--- src/rtl/gpo_access_arbiter_pkg.sv ---
// Shared widths, FSM encoding and helpers for the GPO register-bank access arbiter.
package gpo_access_arbiter_pkg;
  localparam int         GPO_AW           = 4;
  localparam int         GPO_DW           = 8;
  localparam int         GPO_NSEL         = 1 << GPO_AW;
  localparam logic [7:0] GPO_LOCK_TMO_DEF = 8'd64;

  typedef enum logic [1:0] {
    ST_IDLE    = 2'd0,
    ST_ISSUE   = 2'd1,
    ST_CAPTURE = 2'd2,
    ST_DONE    = 2'd3
  } arb_state_t;

  function automatic logic [GPO_NSEL-1:0] addr_decode(input logic [GPO_AW-1:0] addr);
    logic [GPO_NSEL-1:0] d;
    d       = '0;
    d[addr] = 1'b1;
    return d;
  endfunction
endpackage

--- src/rtl/gpo_access_arbiter_rr.sv ---
// Two-way round-robin picker: pointer breaks ties, a lone eligible request always wins.
module gpo_arb_rr (
  input  logic [1:0] req_i,
  input  logic [1:0] elig_i,
  input  logic       ptr_i,
  output logic       gnt_idx_o,
  output logic       gnt_vld_o
);
  logic [1:0] cand;

  assign cand      = req_i & elig_i;
  assign gnt_vld_o = |cand;
  assign gnt_idx_o = (cand == 2'b11) ? ptr_i : cand[1];
endmodule

--- src/rtl/gpo_access_arbiter.sv ---
// Serialises single accesses from two requesters onto one GPO bank port (IDLE->ISSUE->CAPTURE->DONE).
// Define GPO_ARB_LOCK_EN to add LOCK0/LOCK1 for atomic read-modify-write with an idle timeout.
module gpo_access_arbiter
  import gpo_access_arbiter_pkg::*;
#(
  parameter logic       INIT_PRIO = 1'b0,
  parameter logic [7:0] LOCK_TMO  = GPO_LOCK_TMO_DEF
) (
  input  logic                SYSCLK,
  input  logic                RESET,
  input  logic                REQ0,
  input  logic                REQ1,
  input  logic [GPO_AW-1:0]   ADDR0,
  input  logic [GPO_AW-1:0]   ADDR1,
  input  logic                WR0,
  input  logic                WR1,
  input  logic [GPO_DW-1:0]   WDATA0,
  input  logic [GPO_DW-1:0]   WDATA1,
`ifdef GPO_ARB_LOCK_EN
  input  logic                LOCK0,
  input  logic                LOCK1,
`endif
  output logic                ACK0,
  output logic                ACK1,
  output logic [GPO_DW-1:0]   RDATA0,
  output logic [GPO_DW-1:0]   RDATA1,
  output logic                PORT_CS,
  output logic [GPO_NSEL-1:0] OFFSET_SEL,
  output logic                RD_WR,
  output logic [GPO_DW-1:0]   DIN,
  input  logic [GPO_DW-1:0]   DOUT,
  output logic                BUSY
);
  arb_state_t          state_q;
  logic                ptr_q, gnt_q, wr_q;
  logic [GPO_DW-1:0]   wdata_q, din_q, rdata0_q, rdata1_q;
  logic                cs_q, rdwr_q;
  logic [GPO_NSEL-1:0] sel_q;
  logic [1:0]          ack_q;

  logic [1:0]          elig;
  logic                gnt_idx, gnt_vld;
  logic [GPO_AW-1:0]   req_addr;
  logic                req_wr;
  logic [GPO_DW-1:0]   req_wdata;

  gpo_arb_rr u_rr (
    .req_i     ({REQ1, REQ0}),
    .elig_i    (elig),
    .ptr_i     (ptr_q),
    .gnt_idx_o (gnt_idx),
    .gnt_vld_o (gnt_vld)
  );

  assign req_addr  = gnt_idx ? ADDR1  : ADDR0;
  assign req_wr    = gnt_idx ? WR1    : WR0;
  assign req_wdata = gnt_idx ? WDATA1 : WDATA0;

`ifdef GPO_ARB_LOCK_EN
  logic       lock_q, lock_own_q, lock_hold, own_req;
  logic [7:0] lock_cnt_q;

  // Lock only restricts eligibility while the holder keeps its LOCK asserted.
  assign lock_hold = lock_q & (lock_own_q ? LOCK1 : LOCK0);
  assign own_req   = lock_own_q ? REQ1 : REQ0;
  assign elig      = !lock_hold ? 2'b11 : (lock_own_q ? 2'b10 : 2'b01);

  always_ff @(posedge SYSCLK or posedge RESET) begin
    if (RESET) begin
      lock_q     <= 1'b0;
      lock_own_q <= 1'b0;
      lock_cnt_q <= '0;
    end else if (state_q == ST_DONE) begin
      if (gnt_q ? LOCK1 : LOCK0) begin
        lock_q     <= 1'b1;
        lock_own_q <= gnt_q;
      end
      lock_cnt_q <= '0;
    end else if (state_q == ST_IDLE && lock_q) begin
      if (!lock_hold || (!own_req && (lock_cnt_q + 8'd1 >= LOCK_TMO))) begin
        lock_q     <= 1'b0;
        lock_cnt_q <= '0;
      end else if (own_req) begin
        lock_cnt_q <= '0;
      end else begin
        lock_cnt_q <= lock_cnt_q + 8'd1;
      end
    end
  end
`else
  logic unused_lock_tmo;
  assign unused_lock_tmo = ^LOCK_TMO;
  assign elig            = 2'b11;
`endif

  always_ff @(posedge SYSCLK or posedge RESET) begin
    if (RESET) begin
      state_q  <= ST_IDLE;
      ptr_q    <= INIT_PRIO;
      gnt_q    <= 1'b0;
      wr_q     <= 1'b0;
      wdata_q  <= '0;
      cs_q     <= 1'b0;
      sel_q    <= '0;
      rdwr_q   <= 1'b0;
      din_q    <= '0;
      ack_q    <= '0;
      rdata0_q <= '0;
      rdata1_q <= '0;
    end else begin
      cs_q   <= 1'b0;
      sel_q  <= '0;
      rdwr_q <= 1'b0;
      din_q  <= '0;
      ack_q  <= '0;
      case (state_q)
        ST_IDLE: begin
          if (gnt_vld) begin
            state_q <= ST_ISSUE;
            gnt_q   <= gnt_idx;
            ptr_q   <= ~gnt_idx;
            wr_q    <= req_wr;
            wdata_q <= req_wdata;
            // Bank strobes are loaded at grant so they are live for exactly the ISSUE cycle.
            cs_q    <= 1'b1;
            sel_q   <= addr_decode(req_addr);
            rdwr_q  <= ~req_wr;
            din_q   <= req_wdata;
          end
        end
        ST_ISSUE: state_q <= ST_CAPTURE;
        ST_CAPTURE: begin
          state_q      <= ST_DONE;
          ack_q[gnt_q] <= 1'b1;
          if (gnt_q) rdata1_q <= wr_q ? wdata_q : DOUT;
          else       rdata0_q <= wr_q ? wdata_q : DOUT;
        end
        default: state_q <= ST_IDLE;
      endcase
    end
  end

  assign PORT_CS    = cs_q;
  assign OFFSET_SEL = sel_q;
  assign RD_WR      = rdwr_q;
  assign DIN        = din_q;
  assign ACK0       = ack_q[0];
  assign ACK1       = ack_q[1];
  assign RDATA0     = rdata0_q;
  assign RDATA1     = rdata1_q;
  assign BUSY       = (state_q != ST_IDLE);
endmodule

--- config.mk ---
export PLATFORM = sky130hd
export DESIGN_NAME = gpo_access_arbiter
export DESIGN_NICKNAME = d
export VERILOG_FILES = /design/src/rtl/gpo_access_arbiter_pkg.sv /design/src/rtl/gpo_access_arbiter_rr.sv /design/src/rtl/gpo_access_arbiter.sv
export SDC_FILE = /design/constraint.sdc
export NUM_CORES = 1
export LEC_CHECK = 0
export BUFFER_PORTS_ARGS = -buffer_cell sky130_fd_sc_hd__buf_4
export CAP_MARGIN = 20
export CORE_ASPECT_RATIO = 0.75
export CORE_UTILIZATION = 45
export CTS_CLUSTER_SIZE = 28
export DETAILED_ROUTE_END_ITERATION = 6
export GPL_ROUTABILITY_DRIVEN = 0
export GPL_TIMING_DRIVEN = 0
export PLACE_DENSITY = 0.85
export SETUP_SLACK_MARGIN = 0.15
export SLEW_MARGIN = 10
export SYNTH_ARGS = -nofsm -noshare
export SYNTH_HDL_FRONTEND = slang
export SYNTH_HIERARCHICAL = 1
export SYNTH_SLANG_ARGS = --single-unit
--- constraint.sdc ---
create_clock -name SYSCLK -period 1.6 [get_ports SYSCLK]
set_clock_uncertainty 0.05 [all_clocks]
set_input_delay 0.08 -clock SYSCLK [delete_from_list [all_inputs] [get_ports SYSCLK]]
set_output_delay 0.08 -clock SYSCLK [all_outputs]
set_load 0.02 [all_outputs]
# [Word level (Yosys, flattened, before mapping)]
# Index checks and enable logic that the tools add are counted.
[word_totals] ff_bits=57 inputBits=38 output_inout_bits=45 elab_cells=51
[classes] n_lt_le_gt_ge=4 eq_ne=4 n_mux=20 n_bitwise=3 n_reduce_logical=8
[ops] op="$mux 16" n=2
[ops] op="$mux 8" n=4
[ops] op="$mux 1" n=8
[ops] op="$pmux 2 s3" n=1
[ops] op="$reduce_and 2->1" n=3
[ops] op="$lt 4x5->1 const B" n=1
[ops] op="$demux 1 s4" n=1
[ops] op="$eq 2x2->1 const B" n=2
[ops] op="$ge 4x1->1 const B" n=1
[ops] op="$mux 2" n=2
[ops] op="$mux 4" n=1
[ops] op="$not 1->1" n=3
[ops] op="$eq 2x1->1 const B" n=1
[ops] op="$logic_and 1x1->1" n=2
[ops] op="$logic_not 2->1" n=1
[ops] op="$lt 1x2->1 const B" n=1
[ops] op="$ne 2x2->1 const B" n=1
[ops] op="$reduce_bool 2->1" n=1
[ops] op="$reduce_or 2->1" n=1
[ops] op="$demux 1 s1" n=1
[ops] op="$ge 1x1->1 const B" n=1

# [Logic depth before layout (Yosys ltp)]
# Gate-level depths: netlist of run 1.
[logic_depth] depth_word=9 depth_mapped=7 mapped_depth_nobuf=5

# [By module]
# Netlist of run 1, hierarchy kept.
[modules_own_cells] module="gpo_access_arbiter" n_inst=1 cells_per_inst=197 area_per_inst_um2=2377.3 seq_area_each_um2=1426.4
[modules_own_cells] module="gpo_arb_rr" n_inst=1 cells_per_inst=4 area_per_inst_um2=21.3 seq_area_each_um2=0.0

# [Worst setup path before layout of run 1]
# No wires, ideal clock.
[synth_path] kind="reg2reg" start="register state_q[0]" end="register gnt_q" setup_ns=0.125 arrival_time_ns=1.248 t_required_ns=1.425 slack_ns=0.177 stages_incl_launch_ff=7 n_path_buf=2 synth_period_minus_slack_ns=1.423 path_cell_list="dfrtp_1 > inv_1 > ha_1 > buf_4 > nand2_2 > buf_6 > mux2_4"
[synth_via] elab_chain_cells=2
[synth_lines] item="start: declaration" line_no="gpo_access_arbiter.sv:34" source="arb_state_t state_q;"
[synth_lines] item="start signal: assignment" line_no="gpo_access_arbiter.sv:98" source="state_q <= ST_IDLE;"
[synth_lines] item="start signal: assignment" line_no="gpo_access_arbiter.sv:119" source="state_q <= ST_ISSUE;"
[synth_lines] item="start signal: assignment" line_no="gpo_access_arbiter.sv:131" source="ST_ISSUE: state_q <= ST_CAPTURE;"
[synth_lines] item="$logic_not 2->1" line_no="gpo_access_arbiter.sv:116" source="case (state_q)"
[synth_lines] item="$reduce_and 2->1 (no source line)"
[synth_lines] item="end signal: assignment" line_no="gpo_access_arbiter.sv:120" source="gnt_q <= gnt_idx;"
[synth_lines] item="end: declaration" line_no="gpo_access_arbiter.sv:35" source="logic ptr_q, gnt_q, wr_q;"
# No other way between the ends.
# A chain may end at the register's enable or synchronous reset.

# [Final worst setup path of run 1]
[layout_path] start="register state_q[1]" end="register rdata1_q[0], in the netlist RDATA1[0]"
[layout_via] elab_chain_cells=2
[layout_lines] item="$eq 2x2->1" line_no="gpo_access_arbiter.sv:116"
[layout_lines] item="$reduce_and 2->1 (no source line)"
[layout_lines] item="end signal: assignment" line_no="gpo_access_arbiter.sv:135" source="if (gnt_q) rdata1_q <= wr_q ? wdata_q : DOUT;"
[layout_lines] item="end: declaration" line_no="gpo_access_arbiter.sv:36" source="logic [GPO_DW-1:0] wdata_q, din_q, rdata0_q, rdata1_q;"
# No other way between the ends.

==> qor.txt, run 1 <==
Number of synthesized register bits -> 57
Initial antenna violation count -> 0
Met2 Track Usage GR -> 0.403
Status -> complete, no violations
FP Rows -> 22
Sequential cell area fraction in the yosys report -> 0.595
Max Slew Vio Count -> 0
Critical path, cell by cell -> buf_4 -> ha_1 -> buf_6 -> and2_1 -> buf_4 -> a21oi_1
Tmin final -> 1.48 ns
Clk pwr share -> 0.197
Final Cycle Share -> 0.924
DRT antenna net count -> 0
Final core utilization -> 0.736
Unrepaired setup endpoints after global routing -> yes
P_leak -> 1.80 nW
GRT Overall Usage -> 0.242
Clock sink count -> 57
DR vias -> 2071
Die height -> 65.2 um
Reg-to-reg critical path endpoint -> RDATA1[0]$_DFFE_PP0P_
Layout cell share with drive strength beyond 1 -> 0.447
Avg WL per Cell -> 16.0 um
Core box area -> 5010 um^2
Worst EP required -> 1.81 ns
Cell family with most CP delay -> buffers and inverters
First-pass GRT wire length -> 9.96 mm
Pin count of the biggest net entering global routing -> 40
Total chip power -> 0.00596 W
Top cell by count, worst path -> buf_4
CTS Buffer Depth -> 2
Leading cell type in the layout, fill and taps excluded -> buf_4
Mapped Cells -> 201
R2r setup slk -> 0.12 ns
Startpoint types -> flip-flop
Die width -> 86.3 um
DRC viols -> 0
GR Util met3 -> 0.0980
Largest stage delay, worst path -> 0.39 ns
Critical Path Sink Type -> flip-flop
CTS H-tree depth -> 3
Worst skew pair latency -> 0.33 ns
Worst r2r src -> state_q[1]$_DFFE_PP0P_
Initial core utilization -> 0.479
Total global routing overflow -> 0
Logic pwr share -> 0.449
Hpwl dp -> 3.96 mm
Asr flop ratio synth -> 1.00
Yosys warning total -> 6
Antenna diode count -> 0
Max Cap Viol -> 0
Fmax -> 677 MHz
Synth Flop Type -> dfrtp_1
Final Hold Viols -> 0
Path type of the worst min-delay path -> in -> reg
Critical Path AT -> 1.69 ns
Vias in the first global route -> 2057
Pwr dens -> 1620 nW/um^2
Hold path cells -> 3
Commonest non-fill, non-tap cells in the layout -> buf_4 (91), dfrtp_1 (57), a21oi_1 (28)
Met1 Track Usage GR -> 0.285
Synthesized area per cell -> 11.9 um^2
Sw power -> 0.00220 W
Worst reg2reg path depth -> 6
Starting DRT DRC Count -> 114
Seq pwr share -> 0.354
Post-synth EDFFs -> 0
Filler cells -> 355
CTS root buffer -> clkbuf_8
CP Launch Point -> state_q[1]$_DFFE_PP0P_
PortBufs -> 82
Critical path peak fanout -> 10
Clock transition at the registers of the reported paths -> 0.06 ns
TritonCTS clock tree -> built
CP Class -> reg -> reg
Netlist cell types -> 27
Gr busiest metal -> met2
TritonRoute pass-1 iters -> 4
Crit path buffers/inverters -> 3
Nets@finish -> 365
Synth Cell Area -> 2400 um^2
P_int -> 0.00376 W
Area grow syn2layout -> 53.7%
Hold EP -> RDATA1[5]$_DFFE_PP0P_
Net Sw Frac -> 0.369
Final setup fails -> 0
Crit-path slowest cell -> dfrtp_1
Full die area -> 5630 um^2
Setup TNS -> 0 ns
Clock buffer count from CTS -> 9
Via density -> 5.16
Hold path start -> DOUT[5]
Final WL -> 6.43 mm
VDD IR-drop max -> 1.22 mV
I/O pins -> 83
## cell type report
type | count | area, um^2 | area share
multi-input cells | 118 | 933 | 0.253
well taps | 72 | 90.1 | 0.0244
plain buffers | 13 | 111 | 0.0302
clock inverters | 3 | 15.0 | 0.00407
flip-flops and latches | 57 | 1430 | 0.387
clock buffers | 13 | 159 | 0.0431
repair buffers | 111 | 896 | 0.243
inverters | 14 | 56.3 | 0.0153
## cells in the mapped netlist, drive strengths merged (3+ instances only)
cell,number,share of area
a21oi,34,0.071
buf,13,0.034
dfrtp,57,0.59
ha,3,0.016
inv,14,0.022
mux2i,27,0.11
nand2,4,0.0073
nand3b,3,0.0094
nand4b,4,0.015
nor2,8,0.013
o22ai,17,0.044
or3b,3,0.013
## kinds of logic (layout without fill, tap and decap cells)
family          after synthesis  after routing  share of synthesized area
mux                          29             29                      0.124
buf+inv                      27            154                     0.0563
simple gates                 32             32                     0.0887
other cells                   1              2                    0.00156
flops                        57             57                      0.595
fa+ha+maj                     3              3                     0.0157
compound gates               52             52                      0.119
## flip-flops by register name (all words and copies together) (netlist names)
name and cells:
DIN 8, OFFSET_SEL 16, PORT_CS 1, RDATA0 8, RDATA1 8, RD_WR 1
ack_q 2, gnt_q 1, ptr_q 1, state_q 2, wdata_q 8, wr_q 1
## repair_timing
item,in CTS,in global routing
hold buffers,17,0
buffers inserted,6,4
setup endpoints to repair,11,41
pin swaps,1,16
cloned,0,1
resized for setup,13,21
endpoints found under the hold margin,26,0
## tightest hold or removal path, delay by kind of cell
| family | cells | cell delay (ns) |
|---|---|---|
| compound gates | 1 | 0.14 |
| buf+inv | 1 | 0.08 |
| mux | 1 | 0.07 |
## worst max path at each step
| stage | endpoint | slack, ns | depth (start not counted) |
|---|---|---|---|
| after floorplan | gnt_q$_DFFE_PP0P_ | 0.18 | 6 |
| after global placement | gnt_q$_DFFE_PP0P_ | 0.1 | 6 |
| after detailed placement | gnt_q$_DFFE_PP0P_ | 0.08 | 6 |
| after CTS | RDATA0[6]$_DFFE_PP0P_ | 0.14 | 5 |
| after global routing | OFFSET_SEL[5]$_DFF_PP0_ | 0.06 | 6 |
| final | RDATA1[0]$_DFFE_PP0P_ | 0.12 | 6 |
## routing by layer
layer	part of all wire	wire length (um)	up-vias
met4	0.020	131	0
met3	0.075	480	13
li1	-	-	961
met1	0.41	2660	998
met2	0.49	3160	99
met5	0	0	-
## power groups by stage
stage	clock network, W	logic, W	registers (W)
after floorplan	0	0.00111	0.00238
after global placement	0	0.00212	0.00210
after detailed placement	0	0.00218	0.00211
after CTS	0.00120	0.00246	0.00209
after global routing	0.00128	0.00287	0.00215
final	0.00118	0.00267	0.00211
## stage by stage
| stage | worst slack (ns) | instances | instance area [um^2] | hold WS (ns) |
|---|---|---|---|---|
| 2_1_floorplan | 0.177 | 202 | 2410 | 0.117 |
| 3_3_place_gp | 0.0960 | 356 | 3110 | 0.312 |
| 3_5_place_dp | 0.0782 | 357 | 3130 | 0.0604 |
| 4_1_cts | 0.141 | 396 | 3560 | 0.00398 |
| 5_1_grt | 0.0610 | 401 | 3690 | 0.0145 |
| 6_report | 0.122 | 401 | 3690 | 0.0229 |
(Power assumes the default switching activity.)
==> run 2, diff against run 1 <==
--- a/config.mk
+++ b/config.mk
@@ -13,6 +13,8 @@
 export DETAILED_ROUTE_END_ITERATION = 6
 export GPL_ROUTABILITY_DRIVEN = 0
 export GPL_TIMING_DRIVEN = 0
+export HOLD_SLACK_MARGIN = 0.03
+export MAX_ROUTING_LAYER = met4
 export PLACE_DENSITY = 0.85
 export SETUP_SLACK_MARGIN = 0.15
 export SLEW_MARGIN = 10
@@ -20,3 +22,4 @@
 export SYNTH_HDL_FRONTEND = slang
 export SYNTH_HIERARCHICAL = 1
 export SYNTH_SLANG_ARGS = --single-unit
+export TNS_END_PERCENT = 20
==> qor.txt, run 2 (same netlist as run 1, synthesis figures left out) <==
Largest register FFs -> 16
Net Sw Frac -> 0.364
Clock transition at the registers of the reported paths -> 0.06 ns
Max Cap Viol -> 0
Final WL -> 6.14 mm
Hold EP -> wr_q$_DFFE_PP0P_
PortBufs -> 82
Status -> complete, no violations
P_int -> 0.00370 W
Largest stage delay, worst path -> 0.39 ns
Starting DRT DRC Count -> 88
Crit-path slowest cell -> dfrtp_1
Hpwl dp -> 3.96 mm
Full die area -> 5630 um^2
Clock sink count -> 57
Initial antenna violation count -> 0
Path type of the worst min-delay path -> in -> reg
CTS root buffer -> clkbuf_8
Via density -> 5.06
GRT Overall Usage -> 0.252
Logic pwr share -> 0.437
Initial core utilization -> 0.479
Cell area after layout -> 3650 um^2
P_leak -> 1.80 nW
Pwr dens -> 1590 nW/um^2
Worst reg2reg path depth -> 6
Final Cycle Share -> 0.916
DR vias -> 2039
Antenna diode count -> 0
First-pass GRT wire length -> 10.1 mm
Vias in the first global route -> 2098
Critical path, cell by cell -> buf_4 -> ha_1 -> buf_6 -> and2_1 -> buf_4 -> a21oi_1
VDD IR-drop max -> 1.19 mV
Hold path cells -> 3
Area grow syn2layout -> 52.2%
Leading cell type in the layout, fill and taps excluded -> buf_4
DRT antenna net count -> 0
Fmax -> 682 MHz
TritonCTS clock tree -> built
Max Slew Vio Count -> 0
Worst skew pair latency -> 0.33 ns
Top cell by count, worst path -> buf_4
Unrepaired setup endpoints after global routing -> yes
Hold path start -> WR0
Reg-to-reg critical path endpoint -> RDATA1[1]$_DFFE_PP0P_
Sw power -> 0.00211 W
Clock buffer count from CTS -> 9
Cell family with most CP delay -> buffers and inverters
Critical Path Sink Type -> flip-flop
R2r setup slk -> 0.13 ns
Die width -> 86.3 um
Layout cell share with drive strength beyond 1 -> 0.393
Filler cells -> 360
TritonRoute pass-1 iters -> 4
Setup TNS -> 0 ns
Worst r2r src -> state_q[1]$_DFFE_PP0P_
Total global routing overflow -> 0
CTS H-tree depth -> 3
Final Hold Viols -> 0
Critical path peak fanout -> 10
Critical Path AT -> 1.67 ns
CP Class -> reg -> reg
DRC viols -> 0
Cell Area, Placed -> 3130 um^2
Startpoint types -> flip-flop
Seq pwr share -> 0.360
Clk pwr share -> 0.202
Worst EP required -> 1.81 ns
Die height -> 65.2 um
Place WS -> 0.0782 ns
FP Rows -> 22
Avg WL per Cell -> 15.2 um
Nets@finish -> 367
Pin count of the biggest net entering global routing -> 40
Tmin final -> 1.47 ns
Final setup fails -> 0
CTS Buffer Depth -> 2
I/O pins -> 83
Core box area -> 5010 um^2
Final WS setup -> 0.134 ns
Commonest non-fill, non-tap cells in the layout -> buf_4 (88), dfrtp_1 (57), a21oi_1 (34)
Crit path buffers/inverters -> 3
-- run 2: cell types whose count changed in the layout (fill, tap and decap cells not counted), sizes merged --
cell         delta
clkbuf          -1
dlygate4sd3     +7
buf             -4
-- run 2: layout make-up --
type / count / area [um^2] / share of cell area
Inverter: 14 / 56.3 / 0.0154
Multi-Input combinational cell: 118 / 868 / 0.238
Clock inverter: 3 / 15.0 / 0.00411
Sequential cell: 57 / 1430 / 0.391
Tap cell: 72 / 90.1 / 0.0247
Timing Repair Buffer: 113 / 928 / 0.254
Buffer: 13 / 108 / 0.0295
Clock buffer: 13 / 159 / 0.0435
-- run 2: worst min-delay path, delay by kind of cell --
kind,cells,cell delay [ns]
compound gates,1,0.15
buf+inv,1,0.08
mux,1,0.07
-- run 2: metal layers --
layer	global-route usage	vias to the layer above	share of wire
li1	-	959	-
met1	0.297	980	0.43
met2	0.411	90	0.49
met3	0.0829	10	0.068
met4	0.0833	0	0.015
met5	-	-	0
-- run 2: how the worst max path moves through the flow --
stage	from	end	slack [ns]	cells past startpoint
5_1_grt	state_q[0]$_DFFE_PP0P_	OFFSET_SEL[5]$_DFF_PP0_	0.06	6
2_1_floorplan	state_q[0]$_DFFE_PP0P_	gnt_q$_DFFE_PP0P_	0.18	6
3_3_place_gp	state_q[0]$_DFFE_PP0P_	gnt_q$_DFFE_PP0P_	0.1	6
4_1_cts	state_q[0]$_DFFE_PP0P_	RDATA0[6]$_DFFE_PP0P_	0.14	5
6_report	state_q[1]$_DFFE_PP0P_	RDATA1[1]$_DFFE_PP0P_	0.13	6
3_5_place_dp	state_q[0]$_DFFE_PP0P_	gnt_q$_DFFE_PP0P_	0.08	6
-- run 2: metrics by stage --
step                total power, W  hold WS [ns]  std cells   util
floorplan                  0.00349         0.117        202      -
global placement           0.00422         0.312        356  0.621
detailed placement         0.00429        0.0604        357  0.625
CTS                        0.00576        0.0303        403  0.724
global route               0.00617        0.0374        403  0.729
finish                     0.00582        0.0371        403  0.729
-- run 2: power groups by stage --
stage,combinational (W),clock [W],sequential [W]
finish,0.00254,0.00118,0.00210
global route,0.00274,0.00128,0.00214
CTS,0.00246,0.00120,0.00209
detailed placement,0.00218,0,0.00211
global placement,0.00212,0,0.00210
floorplan,0.00111,0,0.00238
-- run 2: repair_timing --
item | CTS | global route
setup buffers | 6 | 0
hold buffers | 24 | 0
resized for setup | 12 | 7
pin swaps | 1 | 5
endpoints found under the setup margin | 11 | 43
endpoints found under the hold margin | 43 | 0
==> run 3, diff against run 2 <==
--- a/config.mk
+++ b/config.mk
@@ -8,14 +8,14 @@
 export BUFFER_PORTS_ARGS = -buffer_cell sky130_fd_sc_hd__buf_4
 export CAP_MARGIN = 20
 export CORE_ASPECT_RATIO = 0.75
-export CORE_UTILIZATION = 45
+export CORE_UTILIZATION = 38
 export CTS_CLUSTER_SIZE = 28
 export DETAILED_ROUTE_END_ITERATION = 6
 export GPL_ROUTABILITY_DRIVEN = 0
 export GPL_TIMING_DRIVEN = 0
 export HOLD_SLACK_MARGIN = 0.03
 export MAX_ROUTING_LAYER = met4
-export PLACE_DENSITY = 0.85
+export PLACE_DENSITY = 0.75
 export SETUP_SLACK_MARGIN = 0.15
 export SLEW_MARGIN = 10
 export SYNTH_ARGS = -nofsm -noshare
==> qor.txt, run 3 (same netlist as run 1, synthesis figures left out) <==
Clock transition at the registers of the reported paths -> 0.07 ns
CTS Buffer Depth -> 2
TritonCTS clock tree -> built
Final setup fails -> 0
Cell Area, Placed -> 3140 um^2
Total global routing overflow -> 0
Place WS -> 0.0601 ns
Final Hold Viols -> 0
VDD IR-drop max -> 1.05 mV
Leading cell type in the layout, fill and taps excluded -> buf_4
Critical path peak fanout -> 10
Largest register FFs -> 16
Status -> complete, no violations
Critical path, cell by cell -> buf_4 -> ha_1 -> buf_6 -> and2_1 -> buf_4 -> a21oi_2
GRT Overall Usage -> 0.210
Core box area -> 5950 um^2
Largest stage delay, worst path -> 0.39 ns
Avg WL per Cell -> 15.4 um
Nets@finish -> 369
Cell area after layout -> 3770 um^2
Die width -> 93.7 um
TritonRoute pass-1 iters -> 4
Via density -> 4.99
Clock buffer count from CTS -> 9
Vias in the first global route -> 2042
Startpoint types -> flip-flop
Seq pwr share -> 0.345
I/O pins -> 83
Initial core utilization -> 0.403
Final WL -> 6.32 mm
Worst skew pair latency -> 0.34 ns
Max Cap Viol -> 0
Net Sw Frac -> 0.364
Hpwl dp -> 4.07 mm
Logic pwr share -> 0.437
Critical Path AT -> 1.69 ns
Final WS setup -> 0.133 ns
CP Class -> reg -> reg
First-pass GRT wire length -> 9.94 mm
DP Cell Count -> 363
Tmin final -> 1.47 ns
Worst EP required -> 1.82 ns
Layout cell share with drive strength beyond 1 -> 0.429
Pwr dens -> 1610 nW/um^2
Full die area -> 6640 um^2
Critical Path Sink Type -> flip-flop
Clock sink count -> 57
Filler cells -> 483
P_int -> 0.00386 W
Area grow syn2layout -> 57.1%
Fmax -> 682 MHz
PortBufs -> 82
Crit-path slowest cell -> dfrtp_1
Final Cycle Share -> 0.917
Starting DRT DRC Count -> 48
Unrepaired setup endpoints after global routing -> yes
Initial antenna violation count -> 0
CTS H-tree depth -> 3
Setup TNS -> 0 ns
Top cell by count, worst path -> buf_4
Final non-filler cell total -> 411
DRT antenna net count -> 0
Antenna diode count -> 0
Max Slew Vio Count -> 0
Pin count of the biggest net entering global routing -> 39
Die height -> 70.8 um
Path type of the worst min-delay path -> in -> reg
Sw power -> 0.00221 W
FP Rows -> 24
Commonest non-fill, non-tap cells in the layout -> buf_4 (87), dfrtp_1 (57), a21oi_1 (27)
Clk pwr share -> 0.218
P_leak -> 1.82 nW
DRC viols -> 0
CTS root buffer -> clkbuf_8
DR vias -> 2052
Hold WS -> 0.0504 ns
[run 3: repair_timing]
item                                    4_1_cts  5_1_grt
hold buffers                                 26        0
pin swaps                                     6        4
buffers inserted                              6        0
endpoints found under the hold margin        47        0
gates resized for setup                      18       17
endpoints found under the setup margin       26       41
[run 3: stage by stage]
stage,power [W],utilization
CTS,0.00596,0.624
global placement,0.00425,0.525
floorplan,0.00349,-
finish,0.00607,0.634
global route,0.00641,0.634
detailed placement,0.00430,0.528
[run 3: layout make-up]
| type | count | area (um^2) | share of cell area |
|---|---|---|---|
| multi-input cells | 118 | 922 | 0.245 |
| repair buffers | 115 | 948 | 0.252 |
| inverters | 14 | 58.8 | 0.0156 |
| clock buffers | 11 | 141 | 0.0375 |
| clock inverters | 5 | 55.1 | 0.0146 |
| plain buffers | 13 | 119 | 0.0315 |
| well taps | 78 | 97.6 | 0.0259 |
| flip-flops and latches | 57 | 1430 | 0.378 |
[run 3: path summary, 6_finish.rpt]
kind | startpoint | to | slack, ns | cells past startpoint
worst max-delay path | state_q[1]$_DFFE_PP0P_ | RDATA1[1]$_DFFE_PP0P_ | 0.13 | 6
worst min-delay path | WR1 | wr_q$_DFFE_PP0P_ | 0.05 | 3
worst max register to register | state_q[1]$_DFFE_PP0P_ | RDATA1[1]$_DFFE_PP0P_ | 0.13 | 6
worst min register to register | RDATA0[2]$_DFFE_PP0P_ | RDATA0[2]$_DFFE_PP0P_ | 0.47 | 2
max in group asynchronous | RESET | ack_q[1]$_DFF_PP0_ | 0.70 | 4
min in group asynchronous | RESET | DIN[0]$_DFF_PP0_ | 0.27 | 3
[run 3: power groups by stage]
stage          clock network, W  registers (W)  logic, W
6_report                0.00133        0.00210   0.00265
5_1_grt                 0.00142        0.00214   0.00284
4_1_cts                 0.00135        0.00209   0.00252
3_5_place_dp                  0        0.00211   0.00219
3_3_place_gp                  0        0.00211   0.00214
2_1_floorplan                 0        0.00238   0.00111
[run 3: critical path, delay by kind of cell, from the launching register on]
kind            cells  cell delay (ns)
buf+inv             3             0.48
flops               1             0.39
simple gates        1             0.15
compound gates      1             0.14
fa+ha+maj           1             0.20
[run 3: metal layers]
metal,up-vias,part of all wire,track usage,wire length [um]
li1,963,-,-,-
met1,999,0.43,0.260,2720
met2,88,0.49,0.332,3120
met3,2,0.073,0.0828,464
met4,0,0.0035,0.0325,22
met5,-,0,-,0
